==> src/rtl/branch_resolve_pipe.sv <==
// Branch resolution in EX with fetch redirect and ID/EX flush, plus one-shot predictor update from MEM.
// Optional perf counters (branches retired to MEM, mispredicts) are compiled in with BRANCH_PERF_CNT_EN.
module branch_resolve_pipe (
    input  logic        clk_i,
    input  logic        rst_ni,
    input  logic        id_valid,
    input  logic        id_is_branch,
    input  logic        id_predict_btaken,
    input  logic [5:0]  id_pht_idx,
    input  logic [31:0] id_q_pc,
    input  logic        stall_i,
    input  logic        ex_branch_cond,
    input  logic [31:0] ex_btarget,
    output logic        ex_redirect_valid,
    output logic [31:0] ex_redirect_pc,
    output logic        mem_q_is_branch,
    output logic        mem_q_jump_taken,
    output logic [5:0]  mem_q_pht_idx
`ifdef BRANCH_PERF_CNT_EN
    ,
    output logic [31:0] perf_branch_cnt,
    output logic [31:0] perf_mispred_cnt
`endif
);

    typedef struct packed {
        logic        valid;
        logic        is_branch;
        logic        predict;
        logic [5:0]  pht_idx;
        logic [31:0] pc;
    } idex_t;

    typedef struct packed {
        logic       is_branch;
        logic       taken;
        logic [5:0] pht_idx;
    } exmem_t;

    idex_t  idex_q, idex_d;
    exmem_t exmem_q, exmem_d;
    logic   upd_done_q, upd_done_d;
    logic   mispredict;

    always_comb begin
        mispredict = idex_q.valid & idex_q.is_branch & (ex_branch_cond != idex_q.predict);
        ex_redirect_valid = mispredict & ~stall_i;
        ex_redirect_pc = ex_branch_cond ? ex_btarget : (idex_q.pc + 32'd4);
        mem_q_is_branch = exmem_q.is_branch & ~upd_done_q;
        mem_q_jump_taken = exmem_q.taken;
        mem_q_pht_idx = exmem_q.pht_idx;
    end

    // A mispredict turns the wrong-path ID instruction into a bubble; a stall defers that.
    always_comb begin
        idex_d = idex_q;
        if (!stall_i) begin
            if (mispredict) begin
                idex_d = '0;
            end else begin
                idex_d.valid = id_valid;
                idex_d.is_branch = id_is_branch;
                idex_d.predict = id_predict_btaken;
                idex_d.pht_idx = id_pht_idx;
                idex_d.pc = id_q_pc;
            end
        end
    end

    // upd_done keeps a stalled MEM branch from updating the predictor twice.
    always_comb begin
        exmem_d = exmem_q;
        upd_done_d = upd_done_q;
        if (!stall_i) begin
            exmem_d.is_branch = idex_q.valid & idex_q.is_branch;
            exmem_d.taken = ex_branch_cond;
            exmem_d.pht_idx = idex_q.pht_idx;
            upd_done_d = 1'b0;
        end else if (mem_q_is_branch) begin
            upd_done_d = 1'b1;
        end
    end

    always_ff @(posedge clk_i) begin
        if (!rst_ni) begin
            idex_q <= '0;
            exmem_q <= '0;
            upd_done_q <= 1'b0;
        end else begin
            idex_q <= idex_d;
            exmem_q <= exmem_d;
            upd_done_q <= upd_done_d;
        end
    end

`ifdef BRANCH_PERF_CNT_EN
    logic [31:0] perf_branch_cnt_q, perf_branch_cnt_d;
    logic [31:0] perf_mispred_cnt_q, perf_mispred_cnt_d;

    always_comb begin
        perf_branch_cnt_d = perf_branch_cnt_q + {31'd0, mem_q_is_branch};
        perf_mispred_cnt_d = perf_mispred_cnt_q + {31'd0, ex_redirect_valid};
    end

    always_ff @(posedge clk_i) begin
        if (!rst_ni) begin
            perf_branch_cnt_q <= '0;
            perf_mispred_cnt_q <= '0;
        end else begin
            perf_branch_cnt_q <= perf_branch_cnt_d;
            perf_mispred_cnt_q <= perf_mispred_cnt_d;
        end
    end

    assign perf_branch_cnt = perf_branch_cnt_q;
    assign perf_mispred_cnt = perf_mispred_cnt_q;
`endif

endmodule

==> config.mk <==
export PLATFORM = sky130hd
export DESIGN_NAME = branch_resolve_pipe
export DESIGN_NICKNAME = d
export VERILOG_FILES = /design/src/rtl/branch_resolve_pipe.sv
export SDC_FILE = /design/constraint.sdc
export NUM_CORES = 1
export LEC_CHECK = 0
export BUFFER_PORTS_ARGS = -buffer_cell sky130_fd_sc_hd__buf_2
export CAP_MARGIN = 20
export CORE_AREA = 2 2 82 84
export CTS_CLUSTER_DIAMETER = 80
export DETAILED_ROUTE_END_ITERATION = 12
export DIE_AREA = 0 0 84 86
export GPL_TIMING_DRIVEN = 0
export PLACE_DENSITY = 0.76
export SETUP_SLACK_MARGIN = 0.15
export SLEW_MARGIN = 20
export SYNTH_ARGS = -nofsm -noshare
export SYNTH_HDL_FRONTEND = slang
export SYNTH_SLANG_ARGS = --single-unit
==> constraint.sdc <==
create_clock -name clk_i -period 1.6 [get_ports clk_i]
set_input_delay 0.08 -clock clk_i [delete_from_list [all_inputs] [get_ports clk_i]]
set_output_delay 0.08 -clock clk_i [all_outputs]
set_load 0.01 [all_outputs]
==> impl_results.html <==
<table>
<tr><th>Metric</th><th>Value</th></tr>
<tr><th colspan="2">Logic synthesis</th></tr>
<tr><td>Synth warn</td><td>0</td></tr>
<tr><td>Seq/Total Area, Yosys</td><td>a little under two fifths</td></tr>
<tr><td>Portion of synthesized cell area occupied by the leading cell type</td><td>a little under two fifths</td></tr>
<tr><td>Post-synthesis sequential element count</td><td>50</td></tr>
<tr><td>Net count of the mapped netlist</td><td>between 300 and 400</td></tr>
<tr><td>Unique cell type count in the Yosys netlist</td><td>33</td></tr>
<tr><td>Top cells by area, synth</td><td>dfxtp_1 (38%), a22o_1 (13%), nand2_1 (3.7%), or4_1 (3.7%), o31ai_1 (3.4%)</td></tr>
<tr><td>Cell type with the highest aggregate area in the netlist</td><td>dfxtp_1</td></tr>
<tr><td>Syn Std Cell Area</td><td>roughly 2700 um2</td></tr>
<tr><td>Cell count after synthesis</td><td>303</td></tr>
<tr><td>Mean post-synth cell area</td><td>between 8 and 9 um2</td></tr>
<tr><th colspan="2">Global route</th></tr>
<tr><td>GRT Util Overall</td><td>about a quarter</td></tr>
<tr><td>Antenna violations before repair</td><td>0</td></tr>
<tr><td>Via count of the first global-routing pass</td><td>a little over 3,000</td></tr>
<tr><td>Overflow left after global routing</td><td>0</td></tr>
<tr><td>First-pass GRT wire length</td><td>~15,000 um</td></tr>
<tr><td>Maximum number of pins on one net before global-route repair</td><td>17</td></tr>
<tr><th colspan="2">Critical path</th></tr>
<tr><td>Ordered cell list for the critical path</td><td>and4_1 &gt; buf_6 &gt; nand4_4 &gt; buf_6 &gt; or4_4 &gt; a31oi_4 &gt; buf_6</td></tr>
<tr><td>Cell class contributing the biggest share of worst-path delay</td><td>simple AND/OR/NAND/NOR gates</td></tr>
<tr><td>Critical path endpoint category</td><td>output pin</td></tr>
<tr><td>Worst setup path category</td><td>flop to output pin</td></tr>
<tr><td>Critical Path Source Type</td><td>flop</td></tr>
<tr><td>Worst EP required</td><td>around 1.5 ns</td></tr>
<tr><td>Count of buffering cells on the critical path with inverters included</td><td>3</td></tr>
<tr><td>Critical Path Fanout Max</td><td>6</td></tr>
<tr><td>Reg2reg start</td><td>idex_q[38]</td></tr>
<tr><td>Most numerous cell on the critical path</td><td>buf_6</td></tr>
<tr><td>Slowest stage delay, CP</td><td>0.49 ns</td></tr>
<tr><td>Standard cell with the maximum stage delay on the critical path</td><td>or4_4</td></tr>
<tr><td>Worst reg2reg setup slack</td><td>between 0.2 and 0.3 ns</td></tr>
<tr><td>End of the worst register-to-register path</td><td>idex_q[7]</td></tr>
<tr><td>Number of cell instances on the worst register-to-register path</td><td>6</td></tr>
<tr><td>Arrival time of data at the critical path endpoint</td><td>2.12 ns</td></tr>
<tr><th colspan="2">Clock tree</th></tr>
<tr><td>Clock buffers created by TritonCTS</td><td>5</td></tr>
<tr><td>Clock latency reported for the late side of the worst-skew pair</td><td>about 0.31 ns</td></tr>
<tr><td>Root buf cell</td><td>clkbuf_8</td></tr>
<tr><td>CTS tree</td><td>done</td></tr>
<tr><td>Register clock-pin slew on the reported worst setup and hold paths</td><td>about 0.090 ns</td></tr>
<tr><td>Worst-case clock buffer depth</td><td>2</td></tr>
<tr><td>CTS sink cnt</td><td>50</td></tr>
<tr><td>Count of H-tree levels built during CTS</td><td>2</td></tr>
<tr><th colspan="2">Die</th></tr>
<tr><td>Initial core utilization</td><td>42.4%</td></tr>
<tr><td>Count of boundary I/O pins</td><td>roughly 120</td></tr>
<tr><td>Placeable Area</td><td>between 6000 and 7000 um2</td></tr>
<tr><td>Number of rows created at floorplan</td><td>29</td></tr>
<tr><td>Die height</td><td>around 86 um</td></tr>
<tr><td>Full die area</td><td>around 7200 um2</td></tr>
<tr><td>Chip width</td><td>84 um</td></tr>
<tr><th colspan="2">Status</th></tr>
<tr><td>Violations in the final reports</td><td>setup timing</td></tr>
<tr><td>Status</td><td>finished with violations</td></tr>
<tr><th colspan="2">Timing</th></tr>
<tr><td>Count of pins over their slew limit</td><td>0</td></tr>
<tr><td>Post-route clock period utilization</td><td>137%</td></tr>
<tr><td>RSZ-0062 raised after global routing</td><td>yes</td></tr>
<tr><td>Worst clock skew</td><td>around 0.0060 ns</td></tr>
<tr><td>Min cycle time layout</td><td>between 2 and 2.5 ns</td></tr>
<tr><td>Final hold violation count</td><td>0</td></tr>
<tr><td>Post-layout worst setup margin</td><td>-0.597 ns</td></tr>
<tr><td>Maximum clock frequency</td><td>455 MHz</td></tr>
<tr><td>Relative slew margins</td><td>58.6%</td></tr>
<tr><td>Final Setup Violations</td><td>24</td></tr>
<tr><td>Worst Tran Pin Value</td><td>approximately 0.62 ns</td></tr>
<tr><th colspan="2">Placed design</th></tr>
<tr><td>Routability cong.</td><td>roughly 0.90</td></tr>
<tr><td>DP Wirelength</td><td>~5600 um</td></tr>
<tr><td>Placed instance count</td><td>~500</td></tr>
<tr><td>Number of buffer cells added on primary ports</td><td>between 100 and 150</td></tr>
<tr><th colspan="2">Final layout</th></tr>
<tr><td>Post-route non-filler standard cell count</td><td>slightly below 600</td></tr>
<tr><td>Diode insertion count for antenna repair</td><td>0</td></tr>
<tr><td>Final core utilization</td><td>about three quarters</td></tr>
<tr><td>Post-layout nets</td><td>583</td></tr>
<tr><td>Post-synthesis to final-layout area growth</td><td>76.6%</td></tr>
<tr><td>Ratio of cells with drive above 1 in the final layout</td><td>approximately 52%</td></tr>
<tr><th colspan="2">Power and ir drop</th></tr>
<tr><td>Leakage power figure</td><td>2.05 nW</td></tr>
<tr><td>Max rail drop VDD</td><td>~0.63 mV</td></tr>
<tr><td>Power per cell area</td><td>between 600 and 700 nW/um2</td></tr>
<tr><th colspan="2">Route</th></tr>
<tr><td>Post-route ant nets</td><td>0</td></tr>
<tr><td>Drt total wl</td><td>~10000 um</td></tr>
<tr><td>Number of DRC markers in iteration 0</td><td>around 210</td></tr>
<tr><td>Count of vias placed by the detailed router</td><td>between 3,000 and 4,000</td></tr>
<tr><td>DRC violation count after routing</td><td>0</td></tr>
<tr><td>First-pass detailed-route iteration total</td><td>4</td></tr>
<tr><td>Detail-routed net length per standard cell</td><td>between 15 and 20 um</td></tr>
<tr><td>Post-detailed-route via-to-cell ratio</td><td>around 5.5</td></tr>
<tr><th colspan="2">Min path</th></tr>
<tr><td>Hold Path Origin</td><td>id_q_pc[21]</td></tr>
<tr><td>Endpoint, Worst Hold</td><td>idex_q[21]</td></tr>
<tr><td>Worst min path class</td><td>input pin to flop</td></tr>
<tr><td>Worst hold path depth</td><td>2</td></tr>
<tr><th colspan="2">Job</th></tr>
<tr><td>Max-cap violations</td><td>0</td></tr>
</table>
==> report_power, final <==
| part | internal, W | switching [W] | total (W) | leakage [nW] |
|---|---|---|---|---|
| sequential | 0.00131 | 0.0000803 | 0.00139 | 0.423 |
| combinational | 0.000375 | 0.000309 | 0.000684 | 1.57 |
| clock | 0.000469 | 0.000426 | 0.000895 | 0.0585 |
==> cell usage after synthesis, drive strengths merged <==
library cell,count
dfxtp,50
a22o,41
nand2,26
clkbuf,18
nor2,17
o21ai,15
a31oi,14
buf,13
nand4,13
or4,13
nand3,12
o31ai,12
xor2,9
nor2b,8
and2,7
and4,7
mux2i,7
inv,5
mux2,3
xnor2,3
a311o,2
nor3,2
and3,1
ha,1
nor3b,1
nor4,1
o211ai,1
o21a,1
==> worst max-delay path by stage <==
stage	startpoint	end	slack, ns	cells past startpoint
after detailed placement	idex_q[8]	ex_redirect_pc[27]	-0.40	7
after floorplan	idex_q[4]	ex_redirect_pc[29]	-0.08	6
final	idex_q[13]	ex_redirect_pc[28]	-0.60	7
after global routing	idex_q[13]	ex_redirect_pc[28]	-0.66	7
after CTS	idex_q[4]	ex_redirect_pc[27]	-0.58	7
after global placement	idex_q[8]	ex_redirect_pc[27]	-0.37	7
==> per-stage QoR <==
| stage | setup slack (ns) | total power [W] | instance area [um2] | hold WS, ns | TNS (ns) |
|---|---|---|---|---|---|
| after floorplan | -0.0842 | 0.00168 | 2840 | 0.202 | -0.513 |
| after global placement | -0.368 | 0.00189 | 3520 | 0.290 | -5.89 |
| after detailed placement | -0.403 | 0.00191 | 3520 | 0.294 | -6.23 |
| after CTS | -0.582 | 0.00291 | 4470 | 0.00991 | -7.82 |
| after global routing | -0.660 | 0.00310 | 4700 | 0.00771 | -11.14 |
| final | -0.597 | 0.00297 | 4700 | 0.00477 | -9.32 |
==> cell type report <==
type / count / area (um2)
buffer: 31 / 218
clock buffer: 5 / 68.8
clock inverter: 3 / 43.8
fill: 456 / 1580
inverter: 5 / 18.8
multi-input combinational: 217 / 1850
sequential: 50 / 1060
tap: 77 / 96.3
timing repair buffer: 195 / 1350
==> flip-flops by register name (all words and copies together), names as in the netlist <==
register	flops
idex_q	41
mem_q_pht_idx	6
exmem_q	1
mem_q_jump_taken	1
upd_done_q	1
==> cells by family after synthesis <==
logic type | share of synthesized area [%]
flip-flops | 37.6
buffers and inverters | 6.91
AO/OA/AOI/OAI | 24.3
XOR/XNOR | 3.95
multiplexers | 3.90
adder cells (fa/ha/maj) | 0.470
AND/OR/NAND/NOR | 22.8
==> cell usage in the layout (no fill, tap or decap), types with 4 or more instances in the layout <==
master           n
buf_2          112
o31ai_1          4
o31ai_2          4
dfxtp_1         28
mux2i_1          7
or4_4           12
xor2_1           8
buf_6           24
and2_1           4
o31ai_4          4
and4_1           6
buf_4           33
nand4_1         11
o21ai_1         11
dfxtp_4         11
a31oi_4          7
a31oi_2          5
clkbuf_1        10
inv_1            5
dfxtp_2         11
nor2b_1          8
clkbuf_8         5
a22o_1          41
nor2_1          17
nand3_1          8
dlygate4sd3_1   39
nand2_1         25
clkbuf_4         4
==> metal layers <==
metal,wire length (um),GRT usage [%]
met1,3950,30.7
met2,5080,45.9
met3,587,3.27
met4,333,10.1
met5,0,0
==> repair_timing <==
action | 4_1_cts | 5_1_grt
buffers inserted | 29 | 9
gates cloned | 1 | 0
pin swaps | 23 | 17
gates resized for setup | 82 | 39
hold buffers | 39 | 0
hold endpoints to repair | 39 | 0
setup endpoints to repair | 69 | 68
(Power assumes the default switching activity.)
